==> src/rtl/bk_ctrl.sv <==
// bk_ctrl: backup-RAM save/load sequencer.
// Picks one of four transfer triggers (auto-load after download, OSD load,
// OSD save, OSD-open autosave), walks SECTORS 512-byte sectors over the
// sd_rd/sd_wr/sd_ack handshake, tracks nvram dirtiness and aborts any
// sector that does not finish within TIMEOUT cycles.
module bk_ctrl #(
    parameter int unsigned SECTORS = 64,
    parameter logic [23:0] TIMEOUT = 24'd8000000
) (
    input  logic        clk_sys,
    input  logic        reset,
    input  logic        downloading,
    input  logic        img_mounted,
    input  logic        img_readonly,
    input  logic        img_size_nz,
    input  logic        load_req,
    input  logic        save_req,
    input  logic        autosave_en,
    input  logic        osd_status,
    input  logic        nvram_we,
    input  logic        sd_ack,
    output logic [31:0] sd_lba,
    output logic        sd_rd,
    output logic        sd_wr,
    output logic        bk_ena,
    output logic        bk_loading,
    output logic        bk_busy,
    output logic        dirty,
    output logic        err
);

    // A single-sector image still needs a one-bit address register.
    localparam int unsigned    LBA_W    = (SECTORS > 1) ? $clog2(SECTORS) : 1;
    localparam logic [LBA_W-1:0] LBA_LAST = LBA_W'(SECTORS - 1);

    typedef enum logic [2:0] {
        S_IDLE  = 3'd0,
        S_REQ   = 3'd1,
        S_ACK   = 3'd2,
        S_DONE  = 3'd3,
        S_ABORT = 3'd4
    } state_t;

    state_t           state_q,   state_d;
    logic [LBA_W-1:0] lba_q,     lba_d;
    logic [23:0]      timer_q,   timer_d;
    logic             rd_q,      rd_d;
    logic             wr_q,      wr_d;
    logic             ena_q,     ena_d;
    logic             loading_q, loading_d;
    logic             busy_q,    busy_d;
    logic             dirty_q,   dirty_d;
    logic             err_q,     err_d;
    logic             op_load_q, op_load_d;

    // Edge-detect history.
    logic dl_prev_q,  dl_prev_d;
    logic ack_prev_q, ack_prev_d;
    logic ld_prev_q,  ld_prev_d;
    logic sv_prev_q,  sv_prev_d;
    logic osd_prev_q, osd_prev_d;

    logic        dl_rise_s, dl_fall_s, ack_rise_s, ack_fall_s, osd_rise_s;
    logic        ld_lvl_s, sv_lvl_s;
    logic        trig_auto_s, trig_load_s, trig_save_s, trig_asv_s;
    logic        dirty_clr_s;
    logic [23:0] timer_inc_s;
    logic        timed_out_s;

    assign dl_rise_s  =  downloading & ~dl_prev_q;
    assign dl_fall_s  = ~downloading &  dl_prev_q;
    assign ack_rise_s =  sd_ack      & ~ack_prev_q;
    assign ack_fall_s = ~sd_ack      &  ack_prev_q;
    assign osd_rise_s =  osd_status  & ~osd_prev_q;
    assign ld_lvl_s   =  load_req & ena_q;
    assign sv_lvl_s   =  save_req & ena_q;

    assign trig_auto_s = dl_fall_s & ena_q & img_size_nz;
    assign trig_load_s = ld_lvl_s & ~ld_prev_q;
    assign trig_save_s = sv_lvl_s & ~sv_prev_q;
    assign trig_asv_s  = osd_rise_s & autosave_en & dirty_q & ena_q;

    assign timed_out_s = (timer_q == TIMEOUT);
    assign timer_inc_s = timed_out_s ? timer_q : (timer_q + 24'd1);

    // Next-state logic: trigger arbitration, sector sequencing, status flags.
    always_comb begin
        state_d     = state_q;
        lba_d       = lba_q;
        timer_d     = timer_q;
        rd_d        = rd_q;
        wr_d        = wr_q;
        loading_d   = loading_q;
        busy_d      = busy_q;
        err_d       = err_q;
        op_load_d   = op_load_q;
        dirty_clr_s = 1'b0;
        dl_prev_d   = downloading;
        ack_prev_d  = sd_ack;
        ld_prev_d   = ld_lvl_s;
        sv_prev_d   = sv_lvl_s;
        osd_prev_d  = osd_status;

        // Set beats clear when a new download both starts and mounts at once.
        if (downloading && img_mounted && !img_readonly) begin
            ena_d = 1'b1;
        end else if (dl_rise_s) begin
            ena_d = 1'b0;
        end else begin
            ena_d = ena_q;
        end

        case (state_q)
            S_IDLE: begin
                if (trig_auto_s || trig_load_s || trig_save_s || trig_asv_s) begin
                    // Loads outrank saves; losers are dropped, not queued.
                    op_load_d   = trig_auto_s | trig_load_s;
                    state_d     = S_REQ;
                    lba_d       = '0;
                    timer_d     = 24'd0;
                    busy_d      = 1'b1;
                    err_d       = 1'b0;
                    loading_d   = trig_auto_s | trig_load_s;
                    rd_d        = trig_auto_s | trig_load_s;
                    wr_d        = ~(trig_auto_s | trig_load_s);
                    dirty_clr_s = ~(trig_auto_s | trig_load_s);
                end else begin
                    state_d = S_IDLE;
                end
            end
            S_REQ: begin
                if (ack_rise_s) begin
                    state_d = S_ACK;
                    rd_d    = 1'b0;
                    wr_d    = 1'b0;
                    timer_d = timer_inc_s;
                end else if (timed_out_s) begin
                    state_d = S_ABORT;
                    rd_d    = 1'b0;
                    wr_d    = 1'b0;
                end else begin
                    timer_d = timer_inc_s;
                end
            end
            S_ACK: begin
                if (ack_fall_s) begin
                    if (lba_q == LBA_LAST) begin
                        state_d = S_DONE;
                    end else begin
                        state_d = S_REQ;
                        lba_d   = lba_q + LBA_W'(1);
                        timer_d = 24'd0;
                        rd_d    = op_load_q;
                        wr_d    = ~op_load_q;
                    end
                end else if (timed_out_s) begin
                    state_d = S_ABORT;
                end else begin
                    timer_d = timer_inc_s;
                end
            end
            S_DONE: begin
                state_d     = S_IDLE;
                busy_d      = 1'b0;
                loading_d   = 1'b0;
                dirty_clr_s = op_load_q;
            end
            S_ABORT: begin
                state_d   = S_IDLE;
                rd_d      = 1'b0;
                wr_d      = 1'b0;
                busy_d    = 1'b0;
                loading_d = 1'b0;
                err_d     = 1'b1;
            end
            default: begin
                state_d   = S_IDLE;
                rd_d      = 1'b0;
                wr_d      = 1'b0;
                busy_d    = 1'b0;
                loading_d = 1'b0;
            end
        endcase

        // A write during a save must survive that save; writes during a load
        // are the load itself and never mark the buffer dirty.
        if (nvram_we && !loading_q) begin
            dirty_d = 1'b1;
        end else if (dirty_clr_s) begin
            dirty_d = 1'b0;
        end else begin
            dirty_d = dirty_q;
        end
    end

    // State and output registers; reset primes edge history with live inputs.
    always_ff @(posedge clk_sys) begin
        if (reset) begin
            state_q    <= S_IDLE;
            lba_q      <= '0;
            timer_q    <= 24'd0;
            rd_q       <= 1'b0;
            wr_q       <= 1'b0;
            ena_q      <= 1'b0;
            loading_q  <= 1'b0;
            busy_q     <= 1'b0;
            dirty_q    <= 1'b0;
            err_q      <= 1'b0;
            op_load_q  <= 1'b0;
            dl_prev_q  <= downloading;
            ack_prev_q <= sd_ack;
            osd_prev_q <= osd_status;
            // The gated request levels are 0 while bk_ena is 0 after reset.
            ld_prev_q  <= 1'b0;
            sv_prev_q  <= 1'b0;
        end else begin
            state_q    <= state_d;
            lba_q      <= lba_d;
            timer_q    <= timer_d;
            rd_q       <= rd_d;
            wr_q       <= wr_d;
            ena_q      <= ena_d;
            loading_q  <= loading_d;
            busy_q     <= busy_d;
            dirty_q    <= dirty_d;
            err_q      <= err_d;
            op_load_q  <= op_load_d;
            dl_prev_q  <= dl_prev_d;
            ack_prev_q <= ack_prev_d;
            ld_prev_q  <= ld_prev_d;
            sv_prev_q  <= sv_prev_d;
            osd_prev_q <= osd_prev_d;
        end
    end

    assign sd_lba     = 32'(lba_q);
    assign sd_rd      = rd_q;
    assign sd_wr      = wr_q;
    assign bk_ena     = ena_q;
    assign bk_loading = loading_q;
    assign bk_busy    = busy_q;
    assign dirty      = dirty_q;
    assign err        = err_q;

endmodule

==> config.mk <==
export PLATFORM = sky130hd
export DESIGN_NAME = bk_ctrl
export DESIGN_NICKNAME = d
export VERILOG_FILES = /design/src/rtl/bk_ctrl.sv
export SDC_FILE = /design/constraint.sdc
export NUM_CORES = 1
export LEC_CHECK = 0
export BUFFER_PORTS_ARGS = -buffer_cell sky130_fd_sc_hd__buf_2
export CAP_MARGIN = 20
export CORE_MARGIN = 2
export CORE_UTILIZATION = 61
export CTS_BUF_LIST = sky130_fd_sc_hd__clkbuf_8
export DETAILED_ROUTE_END_ITERATION = 16
export PLACE_DENSITY = 0.87
export REMOVE_ABC_BUFFERS = 1
export SETUP_SLACK_MARGIN = 0.1
export SYNTH_ARGS = -nofsm -noshare
export SYNTH_HDL_FRONTEND = slang
export SYNTH_SLANG_ARGS = --single-unit
==> constraint.sdc <==
create_clock -name clk_sys -period 3.1 [get_ports clk_sys]
set_input_delay 0.31 -clock clk_sys [delete_from_list [all_inputs] [get_ports clk_sys]]
set_output_delay 0.31 -clock clk_sys [all_outputs]
set_load 0.02 [all_outputs]
==> flow_summary.json <==
{
  "status": "complete, no violations",
  "portBuffers": 24,
  "p_leak_uw": 0.00101,
  "drtIter0Drc": 139,
  "synth_top_area_cell": "dfxtp_1",
  "sw_frac_of_total_pct": 27.5,
  "die_h_um": 69.1,
  "internal-power_uw": 883,
  "hold_viol": 0,
  "post_cts_resized": 0,
  "grt_pass1_wl_um": 8680,
  "synth-main-ff-cell": "dfxtp_1",
  "die-area_mm2": 0.00477,
  "worst_clock_skew_ps": 3.15,
  "p_per_area_mw_per_mm2": 447,
  "fin_crit_ps": 2540,
  "cp.required_ps": 3330,
  "final_cell_mix": "dfxtp_1, a21oi_1, nand2_1, conb_1, buf_2",
  "finalCritPeriodShare_pct": 81.8,
  "cts_buffers": 5,
  "setup_tns_ps": 0,
  "ys_warn_count": 0,
  "place_congestion": 0.847,
  "wl_per_cell_um": 14.2,
  "antenna_found_initial": 0,
  "p_switching_uw": 334,
  "wl_um": 5370,
  "dp.final_hpwl_um": 3900,
  "multi_input_area_mm2": 0.00146,
  "peakVddDrop_uv": 322,
  "min_path_type": "input pin to flop",
  "cp_slowest_cell": "dfxtp_1",
  "ys_seq_area_share_pct": 35.7,
  "first_pass_iters": 4,
  "core_area_mm2": 0.00403,
  "maxCapViolCount": 0,
  "drc": 0,
  "die_x_um": 69.1,
  "cp_max_fo": 24,
  "synth_area_per_cell_um2": 8.38,
  "nNetsFinal": 343,
  "cts_tree": "yes",
  "setup_viol": 0,
  "cpPeakStageDelay_ps": 610,
  "area_growth_pct": 5.48,
  "relSlewSlack_pct": 47.9,
  "final-seq-area_um2": 921,
  "cts_hold_buf": 0,
  "ys_types": 60,
  "grt_usage_pct": 22.5,
  "synthCells": 308,
  "max_slew.worst_pin.slew_ps": 781,
  "layout-drive-gt1-share_pct": 15.2,
  "path_cells": "nand4_1, o41ai_1, a21o_1, o21ai_0, a21oi_1",
  "dr_total_vias": 2270,
  "crit_path_start_kind": "flop",
  "via_per_inst": 5.99,
  "htree_num_levels": 2,
  "grt-ovfl-total": 0,
  "cts_sinks": 46,
  "grt_setup_unrepaired": "no",
  "ant_nets": 0,
  "dp_cells": 371,
  "worst_slack_ps": 564,
  "combPwrFrac_pct": 12.6,
  "endpoint_kind": "flop",
  "synthArstFlopShare_pct": 0,
  "crit_arrival_ps": 2770,
  "grt_max_degree": 25,
  "diodes": 0,
  "critical_path_buf_inv_count": 0,
  "final-max-slew-violation-count": 0,
  "critPathTopFamily": "compound AO/OA/AOI/OAI gates",
  "clkPwrFrac_pct": 36.7,
  "power_frac_seq_pct": 50.7,
  "io-pin-count": 51,
  "crit_type": "flop to flop",
  "fin_cells": 379,
  "insertion_delay_ps": 300,
  "synth_area_leaders": "dfxtp_1, buf_4, a21oi_1, nand2_1, nand3_1",
  "layout_commonest_cell": "dfxtp_1",
  "ys_seq_elements": 46,
  "clk_pin_slew_worst_paths_ps": 90,
  "synth_edf_count": 0,
  "fill_cells": 317,
  "ctsLongestPathBuffers": 2,
  "start_util_pct": 64.1,
  "cts_root_buf": "clkbuf_8",
  "synth_top_area_share_pct": 35.7,
  "synth.cell_area_mm2": 0.00258,
  "max_freq_ghz": 0.394,
  "grt_pass1_vias": 1841,
  "place_ws_ps": 685,
  "p_total_uw": 1220,
  "rows": 23,
  "postCtsSetupRepairBufs": 0
}
==> logic make-up after synthesis <==
| family | count (synthesis) | share of synthesized area (%) |
|---|---|---|
| xor gates and xnor gates | 6 | 2.04 |
| DFF | 46 | 35.7 |
| AOI/OAI and AO/OA | 77 | 19.1 |
| other | 1 | 0.145 |
| adders and majority gates | 3 | 1.45 |
| and+or+nand+nor | 124 | 28.6 |
| muxes | 4 | 1.60 |
| buffers and inverters | 47 | 11.3 |
==> worst register-to-register path: cells and delay by family, from the launching register on <==
kind	cells	cell delay, ps
AO/OA/AOI/OAI	4	1560
flip-flops	1	610
AND/OR/NAND/NOR	1	290
==> power by group through the flow <==
stage	Sequential, uW	Combinational, uW	Clock (uW)
2_1_floorplan	637	101	0
3_3_place_gp	630	148	0
3_5_place_dp	631	150	0
4_1_cts	617	152	450
5_1_grt	619	167	480
6_report	617	154	446
==> synthesized netlist by cell type (2+ instances only) <==
| master | n |
|---|---|
| and4_1 | 2 |
| and3_1 | 4 |
| or3_1 | 6 |
| or3_2 | 2 |
| nand3b_1 | 3 |
| nand2b_1 | 6 |
| a22oi_1 | 2 |
| o22ai_1 | 2 |
| o21ai_0 | 13 |
| or4_2 | 4 |
| o211ai_1 | 6 |
| buf_4 | 28 |
| a31oi_1 | 3 |
| dfxtp_1 | 46 |
| nand3_1 | 18 |
| nor3_1 | 5 |
| and2_1 | 2 |
| o31ai_1 | 10 |
| buf_2 | 3 |
| xnor2_1 | 3 |
| nand2_1 | 26 |
| inv_1 | 9 |
| or4_1 | 11 |
| ha_1 | 3 |
| mux2i_1 | 3 |
| clkbuf_1 | 5 |
| nand4_1 | 7 |
| a21oi_1 | 27 |
| nor2b_1 | 3 |
| xor2_1 | 3 |
| nor2_1 | 12 |
| a211oi_1 | 2 |
| or4b_2 | 2 |
==> state kept, by name, summed over array words and instances, names as in the netlist <==
register / flops
bk_busy: 1
osd_prev_q: 1
err: 1
lba_q: 6
bk_ena: 1
sd_rd: 1
op_load_q: 1
ack_prev_q: 1
sd_wr: 1
timer_q: 24
bk_loading: 1
dl_prev_q: 1
sv_prev_q: 1
state_q: 3
ld_prev_q: 1
dirty: 1
==> area by class of cell <==
cell class	count	area share (%)
flip-flops and latches	46	33.8
multi-input cells	240	53.7
clock inverters	3	1.47
repair buffers	26	4.96
well taps	50	2.30
inverters	9	1.24
clock buffers	5	2.53
==> worst paths after layout <==
kind / startpoint / endpoint / slack, ps / depth (start not counted)
worst max-delay path: state_q[1]$_SDFF_PP0_ / timer_q[0]$_SDFFE_PP0P_ / 560 / 5
worst min-delay path: osd_status / osd_prev_q$_DFF_P_ / 110 / 1
worst max register to register: state_q[1]$_SDFF_PP0_ / timer_q[0]$_SDFFE_PP0P_ / 560 / 5
worst min register to register: bk_busy$_SDFFE_PP0P_ / bk_busy$_SDFFE_PP0P_ / 470 / 2
==> routing by layer <==
metal	share of wire (%)	wire length, um	vias to the layer above	track usage (%)
met3	6.3	339	6	4.82
met5	0	0	-	0
met2	47	2510	75	35.0
met4	1.5	79	0	8.50
met1	46	2450	1062	30.6
li1	-	-	1127	-
==> metrics by stage <==
stage	cell area [um^2]	util [%]	hold slack, ps
global placement	2610	64.9	428
CTS	2720	67.6	108
detailed placement	2610	64.9	428
floorplan	2420	-	338
finish	2720	67.6	115
global route	2720	67.6	109
Note: power is estimated with default switching activity, not from simulation.
